File: config.mk
export PLATFORM = sky130hd
export DESIGN_NAME = regfile_wb_controller
export DESIGN_NICKNAME = d
export VERILOG_FILES = /design/src/rtl/regfile_ctrl_pkg.sv /design/src/rtl/reg_scoreboard.sv /design/src/rtl/regfile_wb_controller.sv
export SDC_FILE = /design/constraint.sdc
export NUM_CORES = 1
export LEC_CHECK = 0
export ABC_CLOCK_PERIOD_IN_PS = 3000
export BUFFER_PORTS_ARGS = -buffer_cell sky130_fd_sc_hd__buf_2
export CAP_MARGIN = 30
export CORE_MARGIN = 4
export CORE_UTILIZATION = 38
export CTS_BUF_LIST = sky130_fd_sc_hd__clkbuf_4 sky130_fd_sc_hd__clkbuf_8
export CTS_CLUSTER_DIAMETER = 80
export CTS_CLUSTER_SIZE = 14
export DETAILED_ROUTE_END_ITERATION = 10
export PLACE_DENSITY = 0.68
export REMOVE_ABC_BUFFERS = 1
export SLEW_MARGIN = 20
export SYNTH_ARGS = -nofsm -noshare
export SYNTH_HDL_FRONTEND = slang
export SYNTH_HIERARCHICAL = 1
export SYNTH_SLANG_ARGS = --single-unit
export TNS_END_PERCENT = 1
File: constraint.sdc
create_clock -name i_clk -period 3 [get_ports i_clk]
set_input_delay 0.15 -clock i_clk [delete_from_list [all_inputs] [get_ports i_clk]]
set_output_delay 0.15 -clock i_clk [all_outputs]
set_load 0.02 [all_outputs]
File: src/rtl/regfile_ctrl_pkg.sv
// Shared types and constants for the register-file write-back controller.
// The request struct is sized for the default 64-bit / 5-bit configuration.
package regfile_ctrl_pkg;

    localparam int WB_DATA_W   = 64;
    localparam int WB_ADDR_W   = 5;
    localparam int WB_MAX_WAIT = 4;
    localparam int WAIT_CNT_W  = $clog2(WB_MAX_WAIT + 1);

    typedef struct packed {
        logic [WB_ADDR_W-1:0] addr;
        logic [WB_DATA_W-1:0] data;
    } wb_req_t;

    typedef enum logic {
        WB_ALU = 1'b0,
        WB_MEM = 1'b1
    } wb_src_e;

    function automatic int wait_cnt_width(input int max_wait);
        return $clog2(max_wait + 1);
    endfunction

endpackage

File: src/rtl/reg_scoreboard.sv
// Per-register busy bits: set on reservation, cleared on write-back grant.
// Register 0 is hard-wired not busy.
module reg_scoreboard #(
    parameter int REG_DEPTH  = 32,
    parameter int ADDR_WIDTH = 5
) (
    input  logic                  i_clk,
    input  logic                  i_arst,
    input  logic                  set_en_i,
    input  logic [ADDR_WIDTH-1:0] set_addr_i,
    input  logic                  clr_en_i,
    input  logic [ADDR_WIDTH-1:0] clr_addr_i,
    input  logic [ADDR_WIDTH-1:0] rd1_addr_i,
    input  logic [ADDR_WIDTH-1:0] rd2_addr_i,
    input  logic [ADDR_WIDTH-1:0] rsv_addr_i,
    output logic                  src_busy_o,
    output logic                  rsv_free_o,
    output logic [REG_DEPTH-1:0]  busy_mask_o
);

    logic [REG_DEPTH-1:0] busy_q;
    logic [REG_DEPTH-1:0] busy_d;

    // Clear is applied first; a same-bit set cannot coincide because the
    // reservation is refused while the bit is busy.
    always_comb begin
        busy_d = busy_q;
        if (clr_en_i) begin
            busy_d[clr_addr_i] = 1'b0;
        end
        if (set_en_i) begin
            busy_d[set_addr_i] = 1'b1;
        end
        busy_d[0] = 1'b0;
    end

    always_ff @(posedge i_clk or posedge i_arst) begin
        if (i_arst) begin
            busy_q <= '0;
        end else begin
            busy_q <= busy_d;
        end
    end

    assign src_busy_o  = busy_q[rd1_addr_i] | busy_q[rd2_addr_i];
    assign rsv_free_o  = ~busy_q[rsv_addr_i];
    assign busy_mask_o = busy_q;

endmodule

File: src/rtl/regfile_wb_controller.sv
// Write-back arbiter (MEM priority with ALU starvation guard) driving the
// register file write port through one output register, plus a busy scoreboard.
module regfile_wb_controller
    import regfile_ctrl_pkg::*;
#(
    parameter int DATA_WIDTH = 64,
    parameter int ADDR_WIDTH = 5,
    parameter int REG_DEPTH  = 32,
    parameter int MAX_WAIT   = 4
) (
    input  logic                  i_clk,
    input  logic                  i_arst,
    input  logic                  i_rsv_valid,
    input  logic [ADDR_WIDTH-1:0] i_rsv_addr,
    output logic                  o_rsv_ready,
    input  logic [ADDR_WIDTH-1:0] i_rs1_addr,
    input  logic [ADDR_WIDTH-1:0] i_rs2_addr,
    output logic                  o_src_busy,
    input  logic                  i_alu_valid,
    input  logic [ADDR_WIDTH-1:0] i_alu_addr,
    input  logic [DATA_WIDTH-1:0] i_alu_data,
    output logic                  o_alu_ready,
    input  logic                  i_mem_valid,
    input  logic [ADDR_WIDTH-1:0] i_mem_addr,
    input  logic [DATA_WIDTH-1:0] i_mem_data,
    output logic                  o_mem_ready,
    output logic                  o_rf_write_en,
    output logic [ADDR_WIDTH-1:0] o_rf_addr,
    output logic [DATA_WIDTH-1:0] o_rf_write_data,
    output logic [REG_DEPTH-1:0]  o_busy_mask
);

    localparam int WaitW = wait_cnt_width(MAX_WAIT);

    logic [WaitW-1:0]      wait_cnt_q;
    logic [WaitW-1:0]      wait_cnt_d;
    logic                  alu_prio;
    logic                  alu_grant;
    logic                  mem_grant;
    logic                  grant;
    wb_src_e               src;
    wb_req_t               req;
    logic                  wr_en_d;
    logic                  wr_en_q;
    logic [ADDR_WIDTH-1:0] rf_addr_q;
    logic [DATA_WIDTH-1:0] rf_data_q;
    logic                  rsv_free;
    logic                  rsv_set;

    // ALU only beats MEM once it has been starved for MAX_WAIT cycles.
    assign alu_prio  = (wait_cnt_q == WaitW'(MAX_WAIT));
    assign alu_grant = i_alu_valid && (!i_mem_valid || alu_prio);
    assign mem_grant = i_mem_valid && !alu_grant;
    assign grant     = alu_grant || mem_grant;

    always_comb begin
        src        = alu_grant ? WB_ALU : WB_MEM;
        req.addr   = (src == WB_ALU) ? i_alu_addr : i_mem_addr;
        req.data   = (src == WB_ALU) ? i_alu_data : i_mem_data;
        wr_en_d    = grant && (req.addr != '0);
        wait_cnt_d = wait_cnt_q;
        if (!i_alu_valid || alu_grant) begin
            wait_cnt_d = '0;
        end else if (!alu_prio) begin
            wait_cnt_d = wait_cnt_q + WaitW'(1);
        end
    end

    always_ff @(posedge i_clk or posedge i_arst) begin
        if (i_arst) begin
            wait_cnt_q <= '0;
            wr_en_q    <= 1'b0;
            rf_addr_q  <= '0;
            rf_data_q  <= '0;
        end else begin
            wait_cnt_q <= wait_cnt_d;
            wr_en_q    <= wr_en_d;
            if (grant) begin
                rf_addr_q <= req.addr;
                rf_data_q <= req.data;
            end
        end
    end

    assign rsv_set = i_rsv_valid && rsv_free && (i_rsv_addr != '0);

    reg_scoreboard #(
        .REG_DEPTH  (REG_DEPTH),
        .ADDR_WIDTH (ADDR_WIDTH)
    ) u_scoreboard (
        .i_clk       (i_clk),
        .i_arst      (i_arst),
        .set_en_i    (rsv_set),
        .set_addr_i  (i_rsv_addr),
        .clr_en_i    (wr_en_d),
        .clr_addr_i  (req.addr),
        .rd1_addr_i  (i_rs1_addr),
        .rd2_addr_i  (i_rs2_addr),
        .rsv_addr_i  (i_rsv_addr),
        .src_busy_o  (o_src_busy),
        .rsv_free_o  (rsv_free),
        .busy_mask_o (o_busy_mask)
    );

    assign o_alu_ready     = alu_grant;
    assign o_mem_ready     = mem_grant;
    assign o_rsv_ready     = rsv_free;
    assign o_rf_write_en   = wr_en_q;
    assign o_rf_addr       = rf_addr_q;
    assign o_rf_write_data = rf_data_q;

endmodule

* Word-level counts from Yosys, hierarchy flattened
Cells that the tools add are included.
** Storage, ports and cells
- Register bits after elaboration :: 104
- Input bits :: 158
- Output and inout port bits :: 106
- Word-level logic and storage cells :: 50
** Operators by class
- Add/subtract/negate cells :: 1
- Order comparisons :: 6
- Eq/ne operators :: 2
- Mux-type cells :: 16
- Bitwise gates (word level) :: 5
- Reductions and logical operators :: 15
** Operator list (number)
- $mux 32 :: 2
- $mux 64 :: 1
- $and 32x32->32 :: 1
- $not 32->32 :: 1
- $or 32x32->32 :: 1
- $lt 5x6->1 const B :: 4
- $bmux 1 s5 :: 3
- $demux 1 s5 :: 2
- $ge 5x1->1 const B :: 2
- $reduce_bool 5->1 :: 2
- $logic_and 1x1->1 :: 7
- $mux 3 :: 2
- $mux 1 :: 5
- $mux 5 :: 1
- $add 3x1->3 const B :: 1
- $eq 3x3->1 const B :: 1
- $logic_not 1->1 :: 3
- $logic_or 1x1->1 :: 3
- $ne 2x1->1 const B :: 1
- $not 1->1 :: 1
- $or 1x1->1 :: 1

* Depth between registers and ports, before layout
Gate-level depths: netlist of the first run.
- Word-level depth :: 13
- Depth in mapped cells :: 11
- Depth with buffers taken out :: 9

* Hierarchy
The synthesis of the first run kept the hierarchy.
** By module, submodules not included
- regfile_wb_controller :: instances 1, cells each 280, area an instance 3384.5 µm²
- reg_scoreboard :: instances 1, cells each 186, area an instance 2162.1 µm²

* Worst setup path before layout of the first run
OpenSTA, ideal clock, no wires.
- Path type :: flip-flop to flip-flop
- Start :: register u_scoreboard.busy_q[31] (netlist: u_scoreboard/busy_mask_o[31])
- End :: register u_scoreboard.busy_q[12] (netlist: u_scoreboard/busy_mask_o[12])
- Library setup time :: 83 ps
- Data arrival time :: 2770 ps
- Data required time :: 2917 ps
- Slack :: 148 ps
- Stages on the path, launching flop included :: 7
- Buffers on the path :: 0
- Period minus slack after synthesis :: 2852 ps
- Cells stage by stage :: dfrtp_1 > mux4_2 > mux4_2 > mux2i_1 > o311a_1 > or3b_2 > o21ai_0
** Between the ends
- Word-level cells in the longest chain between the ends :: 6
** Ends and longest elaborated chain
- start, declared :: line reg_scoreboard.sv:21 : logic [REG_DEPTH-1:0] busy_q;
- start signal, assigned :: line reg_scoreboard.sv:41 : busy_q <= busy_d;
- $bmux 1 s5 :: line reg_scoreboard.sv:46 : assign rsv_free_o = ~busy_q[rsv_addr_i];
- $mux 1 (implied by the code) :: line reg_scoreboard.sv:46
- $not 1->1 :: line reg_scoreboard.sv:46
- net o_rsv_ready :: line regfile_wb_controller.sv:15 : output logic o_rsv_ready,
- $logic_and 1x1->1 (2 in series) :: line regfile_wb_controller.sv:85 : assign rsv_set = i_rsv_valid && rsv_free && (i_rsv_addr != '0);
- net rsv_set :: line regfile_wb_controller.sv:48 : logic rsv_set;
- $mux 32 :: line reg_scoreboard.sv:31 : if (set_en_i) begin
- net u_scoreboard.busy_d[12] :: line reg_scoreboard.sv:22 : logic [REG_DEPTH-1:0] busy_d;
The timed path passes the listed nets, and every way through them passes these cells. The select of a mux whose other input is x is not followed.
A chain may end at the register's enable or synchronous reset.

* Worst setup path in the final report of the first run
- Start :: register wait_cnt_q[0]
- End :: register rf_data_q[22] (netlist: o_rf_write_data[22])
** Between the ends
- Word-level cells in the longest chain between the ends :: 6
- Elaborated cells between the ends (all ways) :: 7
- Those cells by class :: eq/ne: 1; mux: 1; reduce/logical: 5
** Ends and longest elaborated chain
- start, declared :: line regfile_wb_controller.sv:35 : logic [WaitW-1:0] wait_cnt_q;
- start signal, assigned :: line regfile_wb_controller.sv:76 : wait_cnt_q <= wait_cnt_d;
- $eq 3x3->1 (*) :: line regfile_wb_controller.sv:51 : assign alu_prio = (wait_cnt_q == WaitW'(MAX_WAIT));
- $logic_or 1x1->1 (*) :: line regfile_wb_controller.sv:52 : assign alu_grant = i_alu_valid && (!i_mem_valid || alu_prio);
- $logic_and 1x1->1 (*) :: line regfile_wb_controller.sv:52
- $logic_not 1->1 :: line regfile_wb_controller.sv:53 : assign mem_grant = i_mem_valid && !alu_grant;
- $logic_and 1x1->1 :: line regfile_wb_controller.sv:53
- $logic_or 1x1->1 :: line regfile_wb_controller.sv:54 : assign grant = alu_grant || mem_grant;
- end signal, assigned :: line regfile_wb_controller.sv:80 : rf_data_q <= req.data;
- end, declared :: line regfile_wb_controller.sv:46 : logic [DATA_WIDTH-1:0] rf_data_q;
Mark *: on every way between the ends. The rest lies on a longest branch, timed or not.

==> flow_summary.rst, run 1 <==
.. list-table::
   :header-rows: 1

   * - Metric
     - Value
   * - Status
     - complete, no violations
   * - Number of cell rows
     - 43
   * - Area of the placeable core
     - 14,100 µm²
   * - CTS H-tree depth
     - 3
   * - Root buf cell
     - sky130_fd_sc_hd__clkbuf_8
   * - Max Transition Viols Final
     - 0
   * - Max Clk Rate
     - 0.366 GHz
   * - Overall power of the completed layout
     - 4440 µW
   * - Chip Height
     - 129 µm
   * - Area growth syn-to-layout
     - 50.3%
   * - Final instance area
     - 8340 µm²
   * - Count of endpoints failing setup in the final report
     - 0
   * - TritonRoute pass-1 iters
     - 5
   * - Number of register bits inferred by synthesis
     - 104
   * - Netlist Area Pre-Place
     - 5550 µm²
   * - Bufs and invs on worst path
     - 3
   * - Initial antenna violation count
     - 4
   * - Gate count of the mapped netlist
     - 466
   * - DR vias/cell
     - 5.74
   * - Clock latency at the later pin of the worst-skew pair
     - 0.37 ns
   * - CTS Sinks
     - 104
   * - Clk slew on worst S/H paths
     - 0.11 ns
   * - Most common flop cell mapped by yosys
     - sky130_fd_sc_hd__dfrtp_1
   * - Leakage power summed over all cells
     - 0.00396 µW
   * - Crit path cell chain
     - inv_1 -> ha_1 -> a21bo_4 -> and2_2 -> buf_4 -> a221o_1 -> dlygate4sd3_1
   * - Worst min-delay path endpoint
     - o_rf_write_data[40]
   * - Yosys synthesis warning count
     - 6
   * - Final HPWL DP
     - 14,500 µm
   * - Final routed DRC violation total
     - 0
   * - First-iteration detailed-routing DRC count
     - 527
   * - Simple-gate area share of the yosys netlist
     - 0.145
   * - Hold Crit Depth
     - 2
   * - Worst setup path class
     - flop to flop
   * - Wire length after detailed routing
     - 21,700 µm
   * - Average routed wire per standard cell
     - 21.2 µm
   * - Initial Utilization
     - 0.393
   * - Reg2reg start
     - wait_cnt_q[0]
   * - Via count of the routed design
     - 5,860
   * - Xor-xnor portion of the synthesized cell area
     - 0
   * - TritonCTS Buffers
     - 9
   * - Area share of fa/ha/maj cells after synthesis
     - 0.00451
   * - Worst-case hold slack
     - 0.0190 ns
   * - Count of buffers from port buffering
     - 262
   * - Kind of cell adding the most delay to the critical path
     - buffers and inverters
   * - Unrepaired setup endpoints after global routing
     - false
   * - R2R depth
     - 7
   * - Ports
     - 264
   * - Power density over the cells
     - 532 nW/µm²
   * - Detail Route met3 WL
     - 1970 µm
   * - Instance area after placement
     - 6940 µm²
   * - Per-instance average area after synthesis
     - 11.9 µm²
   * - Largest fanout of any net on the critical path
     - 65
   * - Max cap viols
     - 0
   * - Maximum number of pins on one net before global-route repair
     - 66
   * - Worst Hold Launch
     - i_mem_data[40]
   * - Grt total ovfl
     - 0
   * - Overall global routing resource usage
     - 0.261
   * - Routed met2 length
     - 10,600 µm
   * - R2R setup slack
     - 0.27 ns
   * - Number of synthesized flops with an enable pin
     - 0
   * - Asr flop ratio synth
     - 1.00
   * - Endpoints failing hold
     - 0
   * - Worst clock skew
     - 0.0121 ns
   * - Critical R2R Capture
     - o_rf_write_data[22]
   * - Area fraction in compound gates after synthesis
     - 0.203
   * - Width of the die
     - 129 µm
   * - Final period utilization
     - 0.910
   * - Metal1 wirelength
     - 7970 µm
   * - Sequential standard cell area
     - 2600 µm²
   * - Gates resized, CTS repair
     - 0
   * - Commonest cells after routing, fill and taps aside
     - sky130_fd_sc_hd__buf_2, sky130_fd_sc_hd__dlygate4sd3_1, sky130_fd_sc_hd__dfrtp_1, sky130_fd_sc_hd__and2_1, sky130_fd_sc_hd__a221o_1
   * - Sequential area share after synthesis
     - 0.469
   * - Peak supply drop
     - 0.000229 V
   * - Worst endpoint data arrival time
     - 2.98 ns
   * - CP Launch Type
     - flop
   * - Number of nets with antenna violations after detailed routing
     - 0
   * - Slew at the pin closest to its max-slew limit
     - 0.714 ns
   * - Worst min path class
     - input port to flop
   * - Crit path time final
     - 2.73 ns
   * - Post-synthesis mux area share
     - 0.132
   * - Number of global-route vias before repair
     - 6,071
   * - Floorplan die area
     - 16,600 µm²
   * - Worst rel slew slack
     - 0.524
   * - Cell with the largest stage delay on the worst path
     - sky130_fd_sc_hd__dlygate4sd3_1
   * - Most common library cell in the layout ignoring fill and taps
     - sky130_fd_sc_hd__buf_2
   * - TritonCTS clock tree
     - built
   * - Finished Core Util
     - 0.592
   * - Worst endpoint required time
     - 3.25 ns
   * - Number of fill cells
     - 1,146
   * - Number of nets in the finished design
     - 995
   * - Final weighted congestion in routability-driven placement
     - 0.930
   * - Maximum buffer depth of the clock tree
     - 2
   * - Area taken by multi-input logic gates
     - 2720 µm²
   * - Fraction of final layout cells sized beyond drive strength 1
     - 0.369
   * - First-pass GRT wire length
     - 33,800 µm
   * - Endpoint type of the worst setup path
     - flop
   * - Top routing layer in use
     - met5
   * - Combinational family with the most area after synthesis
     - compound AO/OA/AOI/OAI gates
   * - Max stage delay on crit path
     - 0.60 ns
   * - Number of unique standard cell types used by synthesis
     - 41
per-stage QoR:
| step | TNS [ns] | cells | setup WS, ns |
|---|---|---|---|
| after floorplan | -73.25 | 434 | -0.957 |
| after global placement | 0 | 882 | 0.319 |
| after detailed placement | 0 | 883 | 0.238 |
| after CTS | 0 | 1020 | 0.329 |
| after global routing | 0 | 1021 | 0.148 |
| final | 0 | 1021 | 0.271 |
registers in the layout, indices dropped and copies added (netlist names):
register / flops
wait_cnt_q: 3
u_scoreboard/busy_mask_o: 31
o_rf_addr: 5
o_rf_write_en: 1
o_rf_write_data: 64
Yosys cell counts (3+ instances only):
cell type / n / area (µm²)
sky130_fd_sc_hd__a31oi_1: 5 / 31.3
sky130_fd_sc_hd__clkbuf_1: 9 / 33.8
sky130_fd_sc_hd__mux4_2: 10 / 225
sky130_fd_sc_hd__nor3b_1: 4 / 30.0
sky130_fd_sc_hd__dfrtp_1: 104 / 2600
sky130_fd_sc_hd__mux2i_1: 11 / 110
sky130_fd_sc_hd__and2_1: 65 / 407
sky130_fd_sc_hd__nor2_1: 10 / 37.5
sky130_fd_sc_hd__or3_1: 3 / 18.8
sky130_fd_sc_hd__inv_1: 5 / 18.8
sky130_fd_sc_hd__o21ai_0: 62 / 310
sky130_fd_sc_hd__and3b_1: 3 / 26.3
sky130_fd_sc_hd__buf_6: 12 / 135
sky130_fd_sc_hd__a211oi_1: 6 / 45.0
sky130_fd_sc_hd__nand3b_1: 10 / 75.1
sky130_fd_sc_hd__or3b_2: 4 / 35.0
sky130_fd_sc_hd__nor2b_1: 6 / 37.5
sky130_fd_sc_hd__buf_2: 9 / 45.0
sky130_fd_sc_hd__nand2_1: 18 / 67.6
sky130_fd_sc_hd__mux2_2: 5 / 56.3
sky130_fd_sc_hd__mux4_1: 13 / 342
sky130_fd_sc_hd__nand3_1: 4 / 20.0
sky130_fd_sc_hd__a221o_1: 64 / 641
worst max path at each step:
stage | startpoint | end | cells past startpoint
6_report | wait_cnt_q[0] | o_rf_write_data[22] | 7
5_1_grt | wait_cnt_q[0] | o_rf_write_data[22] | 7
4_1_cts | u_scoreboard/busy_mask_o[29] | u_scoreboard/busy_mask_o[28] | 6
3_5_place_dp | i_rsv_addr[0] | u_scoreboard/busy_mask_o[28] | 7
3_3_place_gp | i_rsv_addr[0] | u_scoreboard/busy_mask_o[4] | 7
2_1_floorplan | wait_cnt_q[0] | o_rf_write_data[0] | 5
where the power goes:
group,internal [µW],leakage [µW],switching (µW)
registers,1640,0.00127,232
logic,777,0.00259,920
clock network,354,0.0000963,515
total,2770,0.00396,1670
logic make-up after synthesis:
group                      Yosys count
and+or+nand+nor                    135
muxes                               39
buffers and inverters               37
AOI/OAI and AO/OA                  148
adders and majority gates            2
other                                1
DFF                                104
per-layer routing:
layer  track usage  up-vias
li1              -     2560
met1         0.319     2852
met2         0.433      373
met3        0.0697       69
met4         0.120        6
met5             0        -
repair_timing:
item | 4_1_cts | 5_1_grt
hold buffers | 121 | 0
buffers inserted | 0 | 0
endpoints found under the hold margin | 85 | 0
layout make-up:
class                      count  area share
inverter                       5     0.00240
sequential                   104       0.312
antenna                        1    0.000300
multi-input combinational    325       0.326
timing repair buffer         390       0.310
clock inverter                 5     0.00465
tap                          180      0.0270
clock buffer                  11      0.0182
Power figures use the tool's default switching activity.
==> run 2, diff against run 1 <==
--- a/config.mk
+++ b/config.mk
@@ -15,6 +15,7 @@
 export CTS_CLUSTER_SIZE = 14
 export DETAILED_ROUTE_END_ITERATION = 10
 export PLACE_DENSITY = 0.68
+export RECOVER_POWER = 25
 export REMOVE_ABC_BUFFERS = 1
 export SLEW_MARGIN = 20
 export SYNTH_ARGS = -nofsm -noshare
==> run 2 against run 1 <==
- the flow now finishes with violations (capacitance limit, slew limit)
- total power is 0.15% lower
- combinational power hardly changed
- global-route usage did not move
- via count grew 0.14%
- worst setup slack lost 0.0034 ns
- register-to-register slack is essentially flat
- critical path type unchanged
==> flow_summary.rst, run 2 (synthesized netlist as in run 1, its figures left out) <==
.. list-table::
   :header-rows: 1

   * - Metric
     - Value
   * - Number of global-route vias before repair
     - 6,071 (unchanged)
   * - Area growth syn-to-layout
     - 50.0% (was 50.3%)
   * - Status
     - finished, violations left (was complete, no violations)
   * - R2R depth
     - 7 (unchanged)
   * - CTS H-tree depth
     - 3 (unchanged)
   * - Maximum buffer depth of the clock tree
     - 2 (unchanged)
   * - Number of nets in the finished design
     - 995 (unchanged)
   * - Cell with the largest stage delay on the worst path
     - sky130_fd_sc_hd__dlygate4sd3_1 (unchanged)
   * - Post-cts hold buffer count
     - 121 (unchanged)
   * - Finished Core Util
     - 0.590 (was 0.592)
   * - Gates resized, CTS repair
     - 0 (unchanged)
   * - Grt total ovfl
     - 0 (unchanged)
   * - Wire length after detailed routing
     - 21,700 µm (about the same)
   * - Crit path depth
     - 7 (unchanged)
   * - TritonCTS clock tree
     - built (unchanged)
   * - Hold Crit Depth
     - 2 (unchanged)
   * - Violated checks
     - capacitance limit, slew limit
   * - Worst setup path class
     - flop to flop (unchanged)
   * - Initial Utilization
     - 0.393 (unchanged)
   * - Endpoint type of the worst setup path
     - flop (unchanged)
   * - Count of endpoints failing setup in the final report
     - 0 (unchanged)
   * - Power density over the cells
     - 533 nW/µm² (was 532 nW/µm²)
   * - Chip Height
     - 129 µm (unchanged)
   * - DR vias/cell
     - 5.75 (was 5.74)
   * - Clock latency at the later pin of the worst-skew pair
     - 0.37 ns (about the same)
   * - Worst endpoint required time
     - 3.25 ns (about the same)
   * - Floorplan die area
     - 16,600 µm² (unchanged)
   * - Worst slack, placed
     - 0.238 ns (unchanged)
   * - Area taken by multi-input logic gates
     - 2720 µm² (unchanged)
   * - Final HPWL DP
     - 14,500 µm (unchanged)
   * - Crit path time final
     - 2.73 ns (about the same)
   * - Area of the placeable core
     - 14,100 µm² (unchanged)
   * - CTS Sinks
     - 104 (unchanged)
   * - Max Clk Rate
     - 0.366 GHz (about the same)
   * - Number of cell rows
     - 43 (unchanged)
   * - Final weighted congestion in routability-driven placement
     - 0.930 (unchanged)
   * - Total setup buffers inserted after CTS
     - 0 (unchanged)
   * - Average routed wire per standard cell
     - 21.3 µm (was 21.2 µm)
   * - Count of buffers from port buffering
     - 262 (unchanged)
   * - First-iteration detailed-routing DRC count
     - 472 (was 527)
   * - Largest fanout of any net on the critical path
     - 65 (unchanged)
   * - Commonest cells after routing, fill and taps aside
     - sky130_fd_sc_hd__buf_2, sky130_fd_sc_hd__dlygate4sd3_1, sky130_fd_sc_hd__dfrtp_1, sky130_fd_sc_hd__and2_1, sky130_fd_sc_hd__a221o_1 (unchanged)
   * - Worst rel slew slack
     - -0.0852 (was 0.524)
   * - Initial antenna violation count
     - 4 (unchanged)
   * - Crit path cell chain
     - inv_1 -> ha_1 -> a21bo_4 -> and2_2 -> buf_4 -> a221o_1 -> dlygate4sd3_1 (unchanged)
   * - Worst endpoint data arrival time
     - 2.99 ns (was 2.98 ns)
   * - Overall global routing resource usage
     - 0.261 (unchanged)
   * - Final period utilization
     - 0.911 (was 0.910)
   * - Clk slew on worst S/H paths
     - 0.11 ns (about the same)
   * - Maximum number of pins on one net before global-route repair
     - 66 (unchanged)
   * - Max Transition Viols Final
     - 30 (was 0)
   * - Worst-case hold slack
     - 0.0203 ns (was 0.0190 ns)
   * - Bufs and invs on worst path
     - 3 (unchanged)
   * - TritonRoute pass-1 iters
     - 5 (unchanged)
   * - Overall power of the completed layout
     - 4430 µW (was 4440 µW)
   * - Worst clock skew
     - 0.0116 ns (was 0.0121 ns)
   * - Endpoints failing hold
     - 0 (unchanged)
   * - R2R setup slack
     - 0.27 ns (about the same)
   * - First-pass GRT wire length
     - 33,800 µm (unchanged)
   * - Max cap viols
     - 1 (was 0)
   * - Setup TNS after final layout
     - 0 ns (unchanged)
   * - Via count of the routed design
     - 5,868 (was 5,860)
   * - Fraction of final layout cells sized beyond drive strength 1
     - 0.365 (was 0.369)
   * - Final routed DRC violation total
     - 0 (unchanged)
   * - Most common library cell in the layout ignoring fill and taps
     - sky130_fd_sc_hd__buf_2 (unchanged)
   * - Number of nets with antenna violations after detailed routing
     - 0 (unchanged)
   * - Leakage power summed over all cells
     - 0.00394 µW (was 0.00396 µW)
   * - TritonCTS Buffers
     - 9 (unchanged)
   * - Max stage delay on crit path
     - 0.60 ns (about the same)
   * - Width of the die
     - 129 µm (unchanged)
   * - Kind of cell adding the most delay to the critical path
     - buffers and inverters (unchanged)
   * - Unrepaired setup endpoints after global routing
     - false (unchanged)
   * - Ports
     - 264 (unchanged)
   * - Slew at the pin closest to its max-slew limit
     - 1.63 ns (was 0.714 ns)
   * - CP Launch Type
     - flop (unchanged)
   * - Post-layout worst setup margin
     - 0.267 ns (was 0.271 ns)
   * - Worst min path class
     - input port to flop (unchanged)
   * - Max reg flops
     - 64 (unchanged)
   * - Peak supply drop
     - 0.000228 V (was 0.000229 V)
   * - Sequential standard cell area
     - 2600 µm² (unchanged)
   * - Number of fill cells
     - 1,148 (was 1,146)
   * - Root buf cell
     - sky130_fd_sc_hd__clkbuf_8 (unchanged)
run 2: cell types whose count changed in the layout (fill, tap and decap cells not counted), sizes merged:
cell	previous run	this run
buf	269	265
clkbuf	11	15
clkinv	3	2
clkinvlp	1	2
run 2: layout make-up:
class                      count  share of cell area
tap                          180              0.0271
clock inverter                 5             0.00466
sequential                   104               0.313
clock buffer                  11              0.0182
inverter                       5             0.00241
multi-input combinational    325               0.326
antenna                        1            0.000301
timing repair buffer         390               0.308
run 2: routing by layer:
layer / global-route usage / wire, µm
met5: 0 / 35
met4: 0.120 / 1120
met3: 0.0697 / 1840
met2: 0.433 / 10600
met1: 0.319 / 8090
run 2: path summary, 6_finish.rpt:
path | endpoint | from
worst min-delay path | o_rf_write_data[40] | i_mem_data[40]
worst max register to register | o_rf_write_data[22] | wait_cnt_q[0]
min in group asynchronous | u_scoreboard/busy_mask_o[3] | i_arst
worst min register to register | wait_cnt_q[0] | wait_cnt_q[0]
worst max-delay path | o_rf_write_data[22] | wait_cnt_q[0]
max in group asynchronous | o_rf_write_data[24] | i_arst
run 2: worst register-to-register path, stage by stage, from the launching register on:
cell and delay [ns]:
sky130_fd_sc_hd__dfrtp_1 0.38, sky130_fd_sc_hd__inv_1 0.05, sky130_fd_sc_hd__ha_1 0.24, sky130_fd_sc_hd__a21bo_4 0.27
sky130_fd_sc_hd__and2_2 0.26, sky130_fd_sc_hd__buf_4 0.35, sky130_fd_sc_hd__a221o_1 0.46, sky130_fd_sc_hd__dlygate4sd3_1 0.60
run 2: where the power goes:
part | internal [µW] | switching [µW]
Clock | 354 | 513
Combinational | 774 | 918
Sequential | 1640 | 232
run 2: through the flow:
stage | instances | area [µm²]
4_1_cts | 1020 | 8340
6_report | 1021 | 8320
5_1_grt | 1021 | 8320
2_1_floorplan | 434 | 5320
3_5_place_dp | 883 | 6940
3_3_place_gp | 882 | 6920
==> run 3, diff against run 2 <==
--- a/config.mk
+++ b/config.mk
@@ -15,7 +15,7 @@
 export CTS_CLUSTER_SIZE = 14
 export DETAILED_ROUTE_END_ITERATION = 10
 export PLACE_DENSITY = 0.68
-export RECOVER_POWER = 25
+export RECOVER_POWER = 50
 export REMOVE_ABC_BUFFERS = 1
 export SLEW_MARGIN = 20
 export SYNTH_ARGS = -nofsm -noshare
==> run 3 against run 2 <==
- the run still ends with capacitance limit, slew limit left
- combinational power hardly changed
- worst hold slack worse by 0.0034 ns
- utilization fell by 0.44 points
- flip-flop and latch count is the same
- cell area fell by 0.75%
==> flow_summary.rst, run 3 (synthesized netlist as in run 1, its figures left out) <==
.. list-table::
   :header-rows: 1

   * - Metric
     - Value
   * - Crit path depth
     - 6 (was 7)
   * - Worst clock skew
     - 0.0114 ns (was 0.0116 ns)
   * - R2R setup slack
     - 0.26 ns (was 0.27 ns)
   * - Final instance area
     - 8260 µm² (was 8320 µm²)
   * - Final HPWL DP
     - 14,500 µm (unchanged)
   * - Total setup buffers inserted after CTS
     - 0 (unchanged)
   * - Count of endpoints failing setup in the final report
     - 0 (unchanged)
   * - Bufs and invs on worst path
     - 0 (was 3)
   * - CTS Sinks
     - 104 (unchanged)
   * - R2R depth
     - 6 (was 7)
   * - Slew at the pin closest to its max-slew limit
     - 1.63 ns (about the same)
   * - TritonCTS clock tree
     - built (unchanged)
   * - Violated checks
     - capacitance limit, slew limit (unchanged)
   * - Worst endpoint data arrival time
     - 3.02 ns (was 2.99 ns)
   * - Unrepaired setup endpoints after global routing
     - false (unchanged)
   * - Clk slew on worst S/H paths
     - 0.11 ns (about the same)
   * - Ports
     - 264 (unchanged)
   * - Worst setup path class
     - flop to flop (unchanged)
   * - Gates resized, CTS repair
     - 0 (unchanged)
   * - Max stage delay on crit path
     - 0.57 ns (was 0.60 ns)
   * - Metal1 wirelength
     - 8040 µm (was 8090 µm)
   * - Initial Utilization
     - 0.393 (unchanged)
   * - Peak supply drop
     - 0.000227 V (was 0.000228 V)
   * - Wire length after detailed routing
     - 21,800 µm (was 21,700 µm)
   * - Floorplan die area
     - 16,600 µm² (unchanged)
   * - Via count of the routed design
     - 5,897 (was 5,868)
   * - Overall global routing resource usage
     - 0.261 (unchanged)
   * - Average routed wire per standard cell
     - 21.3 µm (about the same)
   * - Setup crit start
     - u_scoreboard/busy_mask_o[29] (was wait_cnt_q[0])
   * - Max cap viols
     - 1 (unchanged)
   * - CP most frequent cell
     - sky130_fd_sc_hd__mux4_2
   * - Kind of cell adding the most delay to the critical path
     - multiplexers (was buffers and inverters)
   * - Number of nets in the finished design
     - 995 (unchanged)
   * - Cell with the largest stage delay on the worst path
     - sky130_fd_sc_hd__or3b_2 (was sky130_fd_sc_hd__dlygate4sd3_1)
   * - Width of the die
     - 129 µm (unchanged)
   * - Endpoints failing hold
     - 0 (unchanged)
   * - Maximum buffer depth of the clock tree
     - 2 (unchanged)
   * - Count of buffers from port buffering
     - 262 (unchanged)
   * - Status
     - finished, violations left (unchanged)
   * - Clock latency at the later pin of the worst-skew pair
     - 0.38 ns (was 0.37 ns)
   * - Chip Height
     - 129 µm (unchanged)
   * - CTS H-tree depth
     - 3 (unchanged)
   * - Leakage power summed over all cells
     - 0.00379 µW (was 0.00394 µW)
   * - Most common library cell in the layout ignoring fill and taps
     - sky130_fd_sc_hd__buf_2 (unchanged)
   * - Number of nets with antenna violations after detailed routing
     - 0 (unchanged)
   * - Worst endpoint required time
     - 3.28 ns (was 3.25 ns)
   * - Max reg flops
     - 64 (unchanged)
   * - Final weighted congestion in routability-driven placement
     - 0.930 (unchanged)
   * - Number of cell rows
     - 43 (unchanged)
   * - Commonest cells after routing, fill and taps aside
     - sky130_fd_sc_hd__buf_2, sky130_fd_sc_hd__dlygate4sd3_1, sky130_fd_sc_hd__dfrtp_1, sky130_fd_sc_hd__and2_1, sky130_fd_sc_hd__a221o_1 (unchanged)
   * - Worst min path class
     - input port to flop (unchanged)
   * - TritonCTS Buffers
     - 9 (unchanged)
   * - Largest fanout of any net on the critical path
     - 7 (was 65)
   * - TritonRoute pass-1 iters
     - 5 (unchanged)
   * - Reg2reg start
     - u_scoreboard/busy_mask_o[29] (was wait_cnt_q[0])
   * - CP Launch Type
     - flop (unchanged)
   * - DR vias/cell
     - 5.78 (was 5.75)
   * - Maximum number of pins on one net before global-route repair
     - 66 (unchanged)
   * - Critical R2R Capture
     - u_scoreboard/busy_mask_o[28] (was o_rf_write_data[22])
   * - Initial antenna violation count
     - 4 (unchanged)
   * - Root buf cell
     - sky130_fd_sc_hd__clkbuf_8 (unchanged)
   * - Detail Route met3 WL
     - 1890 µm (was 1840 µm)
   * - Power density over the cells
     - 535 nW/µm² (was 533 nW/µm²)
   * - Max Transition Viols Final
     - 30 (unchanged)
   * - First-pass GRT wire length
     - 33,800 µm (unchanged)
   * - First-iteration detailed-routing DRC count
     - 481 (was 472)
   * - Worst-case hold slack
     - 0.0170 ns (was 0.0203 ns)
   * - Area growth syn-to-layout
     - 48.9% (was 50.0%)
   * - Instance area after placement
     - 6940 µm² (unchanged)
   * - Top routing layer in use
     - met5 (unchanged)
   * - Termination of the worst setup path
     - u_scoreboard/busy_mask_o[28] (was o_rf_write_data[22])
   * - Area of the placeable core
     - 14,100 µm² (unchanged)
   * - Max Clk Rate
     - 0.365 GHz (was 0.366 GHz)
   * - Grt total ovfl
     - 0 (unchanged)
   * - Crit path cell chain
     - mux4_2 -> mux4_2 -> mux2i_1 -> o311a_1 -> or3b_2 -> o21ai_0 (was inv_1 -> ha_1 -> a21bo_4 -> and2_2 -> buf_4 -> a221o_1 -> dlygate4sd3_1)
   * - Worst rel slew slack
     - -0.0886 (was -0.0852)
   * - Number of global-route vias before repair
     - 6,071 (unchanged)
   * - Crit path time final
     - 2.74 ns (was 2.73 ns)
   * - Fraction of final layout cells sized beyond drive strength 1
     - 0.306 (was 0.365)
   * - Routed met2 length
     - 10,700 µm (was 10,600 µm)
   * - Post-cts hold buffer count
     - 121 (unchanged)
   * - Final routed DRC violation total
     - 0 (unchanged)
   * - Endpoint type of the worst setup path
     - flop (unchanged)
   * - Final period utilization
     - 0.913 (was 0.911)
run 3: cell type report:
cell class | count | area, µm²
tap | 180 | 225
multi-input combinational | 325 | 2720
timing repair buffer | 390 | 2500
sequential | 104 | 2600
inverter | 5 | 20.0
clock buffer | 11 | 151
fill | 1164 | 5840
antenna | 1 | 2.50
clock inverter | 5 | 38.8
run 3: report_power, final:
part / internal, µW / switching (µW) / total, µW
registers: 1640 / 236 / 1870
clock network: 354 / 515 / 870
logic: 753 / 920 / 1670
run 3: per-layer routing:
metal | up-vias | global-route usage
met5 | - | 0
met4 | 6 | 0.120
met3 | 65 | 0.0697
met2 | 394 | 0.433
met1 | 2874 | 0.319
li1 | 2558 | -
run 3: metrics by stage:
| stage | utilization | std cells | total power (µW) | setup TNS [ns] | setup WS (ns) |
|---|---|---|---|---|---|
| finish | 0.586 | 1021 | 4420 | 0 | 0.261 |
| CTS | 0.591 | 1020 | 4420 | 0 | 0.329 |
| floorplan | - | 434 | 2700 | -73.25 | -0.957 |
| detailed placement | 0.492 | 883 | 3370 | 0 | 0.238 |
| global route | 0.586 | 1021 | 4630 | 0 | 0.148 |
| global placement | 0.491 | 882 | 3330 | 0 | 0.319 |
run 3: worst min path at each step:
stage / start / to / slack, ns / cells past startpoint
2_1_floorplan: i_arst / u_scoreboard/busy_mask_o[10] / 0.25 / 1
3_3_place_gp: i_arst / o_rf_write_data[8] / 0.11 / 2
3_5_place_dp: i_arst / o_rf_write_data[8] / 0.11 / 2
4_1_cts: i_mem_data[40] / o_rf_write_data[40] / 0.0001 / 2
5_1_grt: i_alu_data[40] / o_rf_write_data[40] / 0.004 / 2
6_report: i_mem_data[40] / o_rf_write_data[40] / 0.02 / 2
run 3: worst reg2reg max path, stage by stage (launching register included):
cell and delay, ns:
sky130_fd_sc_hd__dfrtp_1 0.45, sky130_fd_sc_hd__mux4_2 0.48, sky130_fd_sc_hd__mux4_2 0.47, sky130_fd_sc_hd__mux2i_1 0.17, sky130_fd_sc_hd__o311a_1 0.25, sky130_fd_sc_hd__or3b_2 0.57
sky130_fd_sc_hd__o21ai_0 0.27
